File: src/rtl/fiber_link_pkg.sv
// Shared definitions for the fiber command link: frame layout, FSM encoding
// and the parity rule used by both the transmit and receive sides.
package fiber_link_pkg;

  localparam int unsigned CMD_BITS        = 4;
  localparam int unsigned DATA_BITS_SIZES = CMD_BITS + 1;

  typedef enum logic [2:0] {
    ST_IDLE,
    ST_START,
    ST_DATA,
    ST_STOP,
    ST_GAP
  } fiber_state_e;

  // Payload as it sits in the shift register, MSB sent first.
  typedef struct packed {
    logic [CMD_BITS-1:0] cmd;
    logic                parity;
  } fiber_payload_t;

  function automatic logic cmd_parity(input logic [CMD_BITS-1:0] cmd);
    return ^cmd;
  endfunction

endpackage

File: src/rtl/fiber_frame_tx_if.sv
// Command request / serial line bundle between a command source and the
// fiber frame transmitter.
interface fiber_frame_tx_if;
  import fiber_link_pkg::*;

  logic [CMD_BITS-1:0] tx_data;
  logic                tx_req;
  logic                parity_inv;
  logic                tx_busy;
  logic                tx_done;
  logic                fiber_tx;

  modport master (
    output tx_data, tx_req, parity_inv,
    input  tx_busy, tx_done, fiber_tx
  );

  modport slave (
    input  tx_data, tx_req, parity_inv,
    output tx_busy, tx_done, fiber_tx
  );

endinterface

File: src/rtl/fiber_bit_timer.sv
// Bit-period timer: counts 1 us ticks and flags the tick that ends a bit.
module fiber_bit_timer #(
  parameter int unsigned BIT_US = 2
) (
  input  logic clk,
  input  logic rst_n,
  input  logic tick,
  input  logic clr,
  output logic bit_end_c
);

  localparam int unsigned TMR_W = (BIT_US > 1) ? $clog2(BIT_US) : 1;

  logic [TMR_W-1:0] cnt_q, cnt_d;
  logic             at_last_c;

  assign at_last_c = (cnt_q == TMR_W'(BIT_US - 1));
  // Clear wins over a coincident tick so a load-cycle tick is never counted.
  assign bit_end_c = tick && !clr && at_last_c;

  always_comb begin
    cnt_d = cnt_q;
    if (clr) begin
      cnt_d = '0;
    end else if (tick) begin
      cnt_d = at_last_c ? '0 : cnt_q + TMR_W'(1);
    end
  end

  always_ff @(posedge clk or negedge rst_n) begin
    if (!rst_n) cnt_q <= '0;
    else        cnt_q <= cnt_d;
  end

endmodule

File: src/rtl/fiber_frame_tx.sv
// Fiber command frame transmitter: start, 4 command bits MSB first, parity,
// stop, then an idle-high gap before the next frame may start.
module fiber_frame_tx
  import fiber_link_pkg::fiber_state_e, fiber_link_pkg::fiber_payload_t,
         fiber_link_pkg::cmd_parity, fiber_link_pkg::ST_IDLE,
         fiber_link_pkg::ST_START, fiber_link_pkg::ST_DATA,
         fiber_link_pkg::ST_STOP, fiber_link_pkg::ST_GAP;
#(
  parameter int unsigned DATA_BITS_SIZES = fiber_link_pkg::DATA_BITS_SIZES,
  parameter int unsigned BIT_US          = 2,
  parameter int unsigned IDLE_BITS       = 2
) (
  input  logic              clk,
  input  logic              rst_n,
  input  logic              time_1us,
  fiber_frame_tx_if.slave   bus
);

  localparam int unsigned IDX_MAX = (DATA_BITS_SIZES > IDLE_BITS) ? DATA_BITS_SIZES : IDLE_BITS;
  localparam int unsigned IDX_W   = (IDX_MAX > 1) ? $clog2(IDX_MAX) : 1;
  localparam int unsigned MSB     = DATA_BITS_SIZES - 1;

  fiber_state_e               state_q, state_d;
  logic [DATA_BITS_SIZES-1:0] shreg_q, shreg_d;
  logic [IDX_W-1:0]           idx_q, idx_d;
  logic                       fiber_q, fiber_d;
  logic                       busy_q, busy_d;
  logic                       done_q, done_d;

  logic                       bit_end_c;
  logic                       tmr_clr_c;
  logic                       start_c;
  fiber_payload_t             payload_c;

  assign tmr_clr_c = (state_q == ST_IDLE);

  fiber_bit_timer #(.BIT_US(BIT_US)) u_bit_timer (
    .clk       (clk),
    .rst_n     (rst_n),
    .tick      (time_1us),
    .clr       (tmr_clr_c),
    .bit_end_c (bit_end_c)
  );

  always_comb begin
    payload_c.cmd    = bus.tx_data;
    payload_c.parity = cmd_parity(bus.tx_data) ^ bus.parity_inv;
  end

  always_comb begin
    state_d = state_q;
    shreg_d = shreg_q;
    idx_d   = idx_q;
    fiber_d = fiber_q;
    busy_d  = busy_q;
    done_d  = 1'b0;
    start_c = 1'b0;

    case (state_q)
      ST_IDLE: begin
        fiber_d = 1'b1;
        busy_d  = 1'b0;
        start_c = bus.tx_req;
      end
      ST_START: begin
        if (bit_end_c) begin
          state_d = ST_DATA;
          idx_d   = '0;
          fiber_d = shreg_q[MSB];
          shreg_d = shreg_q << 1;
        end
      end
      ST_DATA: begin
        if (bit_end_c) begin
          if (idx_q == IDX_W'(DATA_BITS_SIZES - 1)) begin
            state_d = ST_STOP;
            fiber_d = 1'b1;
          end else begin
            idx_d   = idx_q + IDX_W'(1);
            fiber_d = shreg_q[MSB];
            shreg_d = shreg_q << 1;
          end
        end
      end
      ST_STOP: begin
        if (bit_end_c) begin
          done_d = 1'b1;
          idx_d  = '0;
          if (IDLE_BITS > 0) begin
            state_d = ST_GAP;
          end else begin
            state_d = ST_IDLE;
            busy_d  = 1'b0;
            start_c = bus.tx_req;
          end
        end
      end
      ST_GAP: begin
        if (bit_end_c) begin
          if (idx_q == IDX_W'(IDLE_BITS - 1)) begin
            // Gap end is the IDLE boundary; a held request chains straight in.
            state_d = ST_IDLE;
            busy_d  = 1'b0;
            start_c = bus.tx_req;
          end else begin
            idx_d = idx_q + IDX_W'(1);
          end
        end
      end
      default: begin
        state_d = ST_IDLE;
        fiber_d = 1'b1;
        busy_d  = 1'b0;
      end
    endcase

    if (start_c) begin
      state_d = ST_START;
      shreg_d = DATA_BITS_SIZES'(payload_c);
      idx_d   = '0;
      fiber_d = 1'b0;
      busy_d  = 1'b1;
    end
  end

  always_ff @(posedge clk or negedge rst_n) begin
    if (!rst_n) begin
      state_q <= ST_IDLE;
      shreg_q <= '0;
      idx_q   <= '0;
      fiber_q <= 1'b1;
      busy_q  <= 1'b0;
      done_q  <= 1'b0;
    end else begin
      state_q <= state_d;
      shreg_q <= shreg_d;
      idx_q   <= idx_d;
      fiber_q <= fiber_d;
      busy_q  <= busy_d;
      done_q  <= done_d;
    end
  end

  assign bus.fiber_tx = fiber_q;
  assign bus.tx_busy  = busy_q;
  assign bus.tx_done  = done_q;

endmodule

File: src/flat_wrapper.sv
// flat-port wrapper written by rule: the top's interface ports become plain ports
module fiber_frame_tx_flat import fiber_link_pkg::fiber_state_e, fiber_link_pkg::fiber_payload_t,
         fiber_link_pkg::cmd_parity, fiber_link_pkg::ST_IDLE,
         fiber_link_pkg::ST_START, fiber_link_pkg::ST_DATA,
         fiber_link_pkg::ST_STOP, fiber_link_pkg::ST_GAP;
#(
  parameter int unsigned DATA_BITS_SIZES = fiber_link_pkg::DATA_BITS_SIZES,
  parameter int unsigned BIT_US          = 2,
  parameter int unsigned IDLE_BITS       = 2
)
  (clk, rst_n, time_1us, bus_tx_data, bus_tx_req, bus_parity_inv, bus_tx_busy, bus_tx_done, bus_fiber_tx);
  fiber_frame_tx_if bus_i ();
  input  logic clk;
  input  logic rst_n;
  input  logic time_1us;
  input wire logic [$bits(bus_i.tx_data)-1:0] bus_tx_data;
  input wire logic [$bits(bus_i.tx_req)-1:0] bus_tx_req;
  input wire logic [$bits(bus_i.parity_inv)-1:0] bus_parity_inv;
  output wire logic [$bits(bus_i.tx_busy)-1:0] bus_tx_busy;
  output wire logic [$bits(bus_i.tx_done)-1:0] bus_tx_done;
  output wire logic [$bits(bus_i.fiber_tx)-1:0] bus_fiber_tx;
  assign bus_i.tx_data = bus_tx_data;
  assign bus_i.tx_req = bus_tx_req;
  assign bus_i.parity_inv = bus_parity_inv;
  assign bus_tx_busy = bus_i.tx_busy;
  assign bus_tx_done = bus_i.tx_done;
  assign bus_fiber_tx = bus_i.fiber_tx;
  fiber_frame_tx #(.DATA_BITS_SIZES(DATA_BITS_SIZES), .BIT_US(BIT_US), .IDLE_BITS(IDLE_BITS)) u_core (.clk(clk), .rst_n(rst_n), .time_1us(time_1us), .bus(bus_i));
endmodule
File: config.mk
export PLATFORM = sky130hd
export DESIGN_NAME = fiber_frame_tx_flat
export DESIGN_NICKNAME = d
export VERILOG_FILES = /design/src/rtl/fiber_link_pkg.sv /design/src/rtl/fiber_frame_tx_if.sv /design/src/rtl/fiber_bit_timer.sv /design/src/rtl/fiber_frame_tx.sv /design/src/flat_wrapper.sv
export SDC_FILE = /design/constraint.sdc
export NUM_CORES = 1
export LEC_CHECK = 0
export CAP_MARGIN = 20
export CORE_MARGIN = 2
export CORE_UTILIZATION = 53
export DETAILED_ROUTE_END_ITERATION = 10
export PLACE_DENSITY = 0.77
export SETUP_SLACK_MARGIN = 0.1
export SYNTH_ARGS = -nofsm -noshare
export SYNTH_HDL_FRONTEND = slang
export SYNTH_SLANG_ARGS = --single-unit
File: constraint.sdc
create_clock -name clk -period 1.8 [get_ports clk]
set_input_delay 0.18 -clock clk [delete_from_list [all_inputs] [get_ports clk]]
set_output_delay 0.18 -clock clk [all_outputs]
set_load 0.05 [all_outputs]
# After elaboration in Yosys (flattened, before gate mapping)
# Index checks and enable logic that the tools add are counted.
classes:
  addsub: 2
  eq_ne: 18
  n_mux: 37
  bitwise: 1
  reduce_logical: 16
op_table:
  columns: ["cell", "count"]
  rows:
  - ["3-bit 2-to-1 mux", 13]
  - ["3-bit by 1-bit != test with 1-bit output, second input constant", 7]
  - ["5-bit 2-to-1 mux", 4]
  - ["3-bit one-hot mux with 5 select lines", 1]
  - ["1-bit 2-to-1 mux", 14]
  - ["5-bit one-hot mux with 2 select lines", 1]
  - ["3-bit one-hot mux with 3 select lines", 1]
  - ["7-bit AND reduction", 1]
  - ["3-bit by 1-bit == test with 1-bit output, second input constant", 2]
  - ["3-bit by 2-bit == test with 1-bit output, second input constant", 2]
  - ["3-bit == test, second input constant", 2]
  - ["2-bit by 1-bit != test with 1-bit output, second input constant", 3]
  - ["3-bit by 2-bit != test with 1-bit output, second input constant", 2]
  - ["3-bit AND reduction", 2]
  - ["6-bit AND reduction", 1]
  - ["1-bit one-hot mux with 2 select lines", 2]
  - ["4-bit AND reduction", 1]
  - ["4-bit nonzero test", 1]
  - ["2-bit OR reduction", 2]
  - ["4-bit parity", 1]
  - ["3-bit by 1-bit adder with 3-bit output, second input constant", 1]
  - ["3-bit zero test", 1]
  - ["1-bit one-hot mux with 3 select lines", 1]
  - ["3-bit nonzero test", 1]
  - ["6 further kinds", 7]
totals:
  regBits: 15
  in_bits: 9
  output_inout_bits: 3
  wordCells: 81

# Logic depth before layout (Yosys ltp)
logic_depth:
  depth_word: 8
  mapped_depth: 7
  ltp_nobuf: 7

# Modules after synthesis
# From an unflattened synthesis, not the netlist that was laid out.
hier_totals:
  cells_unflattened: 103
  hier_area_um2: 974.7
modules_own_cells:
  columns: ["module", "n_inst", "cells_each", "area_per_inst_um2", "seq_area_each_um2"]
  rows:
  - ["fiber_frame_tx", 1, 98, 929.6, 351.6]
  - ["fiber_bit_timer", 1, 5, 45.0, 25.0]

# Worst setup path before layout
# Ideal clock, no wire load.
synth_path:
  kind: "flip-flop to flip-flop"
  from: "reg u_core.idx_q[0]"
  to: "reg u_core.idx_q[0]"
  setup_ps: 82
  arrival_time_ps: 1543
  t_required_ps: 1718
  slack_ps: 175
  path_stages_with_launch: 7
  n_path_buf: 0
  period_less_slack_ps: 1625
  cell_sequence: "dfrtp_1 ha_1 nand4b_1 and2_1 a21oi_1 or4_1 o22ai_1"
synth_via:
  elab_chain_len: 6
  word_cells_on_any_way: 19
  cone_classes: "1 x add/sub; 7 x eq/ne; 9 x mux; 2 x reduce/logical"
synth_rtl:
  columns: ["item", "line", "source"]
  rows:
  - ["start: declaration", "fiber_frame_tx.sv:25", "logic [IDX_W-1:0] idx_q, idx_d;"]
  - ["start signal: assignment", "fiber_frame_tx.sv:137", "idx_q <= idx_d;"]
  - ["3-bit by 1-bit == test with 1-bit output", "fiber_frame_tx.sv:100", "if (idx_q == IDX_W'(IDLE_BITS - 1)) begin"]
  - ["1-bit 2-to-1 mux", "fiber_frame_tx.sv:100", null]
  - ["1-bit 2-to-1 mux", "fiber_frame_tx.sv:99", "if (bit_end_c) begin"]
  - ["1-bit one-hot mux with 2 select lines", "fiber_frame_tx.sv:59", "case (state_q)"]
  - ["3-bit by 2-bit != test with 1-bit output (no source line), or another cell as far along", null, null]
  - ["6-bit AND reduction (no source line)", null, null]
# Parallel ways exist; a longest one is shown, timed or not. The select of a mux whose other input is x is not followed.
# A chain may end at the register's enable or synchronous reset.

# Worst setup path after layout
layout_path:
  from: "reg u_core.state_q[0]"
  to: "reg u_core.shreg_q[0]"
layout_via:
  elab_chain_len: 8
  word_cells_on_any_way: 16
  cone_classes: "6 x eq/ne; 4 x mux; 6 x reduce/logical"
layout_rtl:
  columns: ["item", "line", "source"]
  rows:
  - ["start: declaration", "fiber_frame_tx.sv:23", "fiber_state_e state_q, state_d;"]
  - ["start signal: assignment", "fiber_frame_tx.sv:135", "state_q <= state_d;"]
  - ["3-bit zero test", "fiber_frame_tx.sv:35, fiber_frame_tx.sv:59", null]
  - ["1-bit zero test", "fiber_bit_timer.sv:19", "assign bit_end_c = tick && !clr && at_last_c;"]
  - ["1-bit logical AND (2 in a row)", "fiber_bit_timer.sv:19", null]
  - ["1-bit 2-to-1 mux", "fiber_frame_tx.sv:99", null]
  - ["1-bit one-hot mux with 2 select lines", "fiber_frame_tx.sv:59", null]
  - ["3-bit by 1-bit != test with 1-bit output (no source line), or another cell as far along", null, null]
  - ["4-bit AND reduction (no source line)", null, null]
  - ["end signal: assignment", "fiber_frame_tx.sv:136", "shreg_q <= shreg_d;"]
  - ["end: declaration", "fiber_frame_tx.sv:24", "logic [DATA_BITS_SIZES-1:0] shreg_q, shreg_d;"]
# Parallel ways exist; a longest one is shown, timed or not.

==> flow_metrics.tcl <==
set metrics [dict create \
    dpl-instance-area_um2 1096 \
    detailed_place_hpwl_um 1367 \
    status "finished clean" \
    dieWidth_um 45.63 \
    synth_edf_count 0 \
    clock_skew_ns 0.001650 \
    hold_ws_ns 0.1874 \
    drtAntennaViolNets 0 \
    tns_ns 0 \
    grt_usage 0.2339 \
    cp-start-kind "flop" \
    fin_area_um2 1265 \
    start_util 0.5498 \
    synth_area_um2 918.4 \
    routed_wl_um 2341 \
    clock_latency_ns 0.30 \
    first_pass_iters 4 \
    via_count 838 \
    row_count 15 \
    syn_inst 95 \
    dr.first_iter.drc_count 16 \
    via_per_inst 6.072 \
    die_area_um2 2082 \
    cts_max_level 1 \
    synth.distinct_cells 36 \
    cts_buffers 3 \
    num_io_pins 12 \
    irDropWorstVdd_mv 0.7578 \
    fin_nets 134 \
    setup_viol 0 \
    grt_max_degree 16 \
    cap_violations 0 \
    synth_commonest_cells "dfrtp_1 (14), nand2_1 (9), nor2_1 (8), mux2i_1 (6), o21ai_0 (6)" \
    ys_ff_latch 15 \
    antenna-diode-count 0 \
    drive_above_1_share 0.3388 \
    crit_top_cell "a21oi_4" \
    crit_required_ns 2.00 \
    maxSlewHeadroom 0.6744 \
    cts.clk_slew.worst_paths_ns 0.09 \
    grt_pass1_wl_um 3381 \
    place.gp.congestion 0.9047 \
    synth_flop_cell "dfrtp_1" \
    worst-path-max-fanout 9 \
    critical_path.slowest_cell "dfrtp_1" \
    wire_per_inst_um 16.96 \
    synth_fp_nets 107 \
    gr-total-overflow 0 \
    crit_arrival_ns 1.88 \
    synth_most_common_cell "dfrtp_1" \
    synth.avg_cell_area_um2 9.667 \
    drc 0 \
    antenna_found_initial 0 \
    hp-class "input pin to asynchronous set/reset pin" \
    ys_seq_area_frac 0.4101 \
    synthTopCellsByArea "dfrtp_1 (38%), mux2i_1 (6.5%), ha_1 (4.1%)" \
    clock-sinks 15 \
    power.density_nw_per_um2 1591 \
    finalCritPeriodShare 0.9364 \
    cts.root.buffer_cell "clkbuf_4" \
    clock.fmax_ghz 0.5933 \
    yosysWarnings 0 \
    rsz0062_at_grt "true" \
    yosysTopAreaCellShare 0.3815 \
    die_height_um 45.63 \
    hold_viol_final 0 \
    synth.largest_area_cell "dfrtp_1" \
    critical_path_class "flop to flop" \
    path_cells "or3b_4 > a21oi_4 > buf_4 > a21oi_4 > a22o_1" \
    worst_pin_slew_ns 0.4869 \
    fp.coreArea_um2 1670 \
    drv_slew 0 \
    areaGrowthSynthToFinish_pct 37.74 \
    finalCriticalPeriod_ns 1.686 \
    leakagePower_nw 0.5197 \
    clockBufferDepth 2 \
    synth-async-reset-ratio 1.000 \
    grt_pass1_vias 768 \
    tritoncts "done" \
    port_buffers 11 \
    worst_setup_path_end_kind "flop" \
    slowest_delay_ns 0.48 \
]
-- final cells by class --
cell class                      instances  area, um^2
Multi-Input combinational cell         73       598.1
Fill cell                             124       405.4
Sequential cell                        15       377.9
Timing Repair Buffer                   25       225.2
Clock buffer                            3       22.52
Tap cell                               17       21.27
Inverter                                4       15.01
Clock inverter                          1       5.005
-- final timing paths --
check | startpoint | endpoint | slack (ns) | cells past startpoint
max reg2reg | u_core.state_q[0] | u_core.shreg_q[0] | 0.11 | 5
min reg2reg | u_core.bus.tx_busy | u_core.bus.tx_busy | 0.49 | 1
max | u_core.state_q[0] | u_core.shreg_q[0] | 0.11 | 5
max in group asynchronous | rst_n | u_core.bus.fiber_tx | 1.37 | 2
min in group clk | u_core.bus.tx_busy | u_core.bus.tx_busy | 0.49 | 1
min | rst_n | u_core.state_q[0] | 0.19 | 2
-- worst max-delay path, delay by kind of cell (launching register included) --
family	cells	cell delay (ns)
simple gates	1	0.48
compound gates	3	0.47
flops	1	0.48
buf+inv	1	0.14
-- power breakdown --
part           switching (mW)  total [mW]  internal, mW
Clock                   0.124       0.207        0.0831
Combinational           0.623        1.18         0.561
Sequential              0.151       0.622         0.471
-- through the flow --
| stage | worst slack, ns | instances | total power [mW] | util |
|---|---|---|---|---|
| after floorplan | 0.1747 | 95 | 1.246 | - |
| after global placement | 0.04847 | 128 | 1.457 | 0.6562 |
| after detailed placement | 0.01578 | 128 | 1.484 | 0.6562 |
| after CTS | 0.09614 | 135 | 1.766 | 0.6936 |
| after global routing | 0.03332 | 138 | 2.144 | 0.7573 |
| final | 0.1145 | 138 | 2.013 | 0.7573 |
-- cell usage in the layout, fill, tap and decap left out, types with 2 or more instances in the layout --
master / netlist / layout
o22ai_1: 3 / 2
inv_1: 4 / 2
nand2_1: 9 / 9
clkbuf_4: 0 / 3
a211oi_1: 2 / 2
nor2_1: 8 / 8
dfrtp_1: 14 / 13
mux2i_1: 6 / 4
o21ai_1: 1 / 4
mux2i_2: 0 / 2
clkdlybuf4s50_1: 0 / 10
a21oi_4: 1 / 4
ha_4: 0 / 2
nand4b_1: 2 / 2
a21oi_1: 5 / 2
buf_4: 1 / 14
nor3b_1: 2 / 2
o21ai_0: 6 / 2
nand2b_1: 4 / 4
xnor2_1: 4 / 4
inv_2: 0 / 2
a41oi_1: 2 / 2
-- cells by family (layout without fill, tap and decap cells) --
family | Yosys count | after routing | synth area share
AOI/OAI and AO/OA | 25 | 25 | 0.1867
buffers and inverters | 7 | 33 | 0.04223
and+or+nand+nor | 33 | 33 | 0.1962
xor gates and xnor gates | 5 | 5 | 0.04768
muxes | 6 | 6 | 0.06540
DFF | 15 | 15 | 0.4101
adders and majority gates | 4 | 4 | 0.05178
-- sequential cells by signal, indices dropped and copies added (netlist names) --
register,cells
u_core.shreg_q,5
u_core.idx_q,3
u_core.state_q,3
u_core.bus.fiber_tx,1
u_core.bus.tx_busy,1
u_core.bus.tx_done,1
u_core.u_bit_timer.at_last_c,1
-- routing by layer --
| layer | GRT usage | share of wire | vias up |
|---|---|---|---|
| li1 | - | - | 395 |
| met1 | 0.2935 | 0.43 | 412 |
| met2 | 0.3634 | 0.50 | 22 |
| met3 | 0.03968 | 0.042 | 9 |
| met4 | 0.1588 | 0.028 | 0 |
| met5 | 0 | 0 | - |
-- timing repair --
action	in CTS	in global routing
hold buffers	0	0
setup endpoints to repair	3	10
pin swaps	2	7
setup buffers	3	3
resized for setup	3	22
No activity file was read; power rests on OpenSTA's default activity.
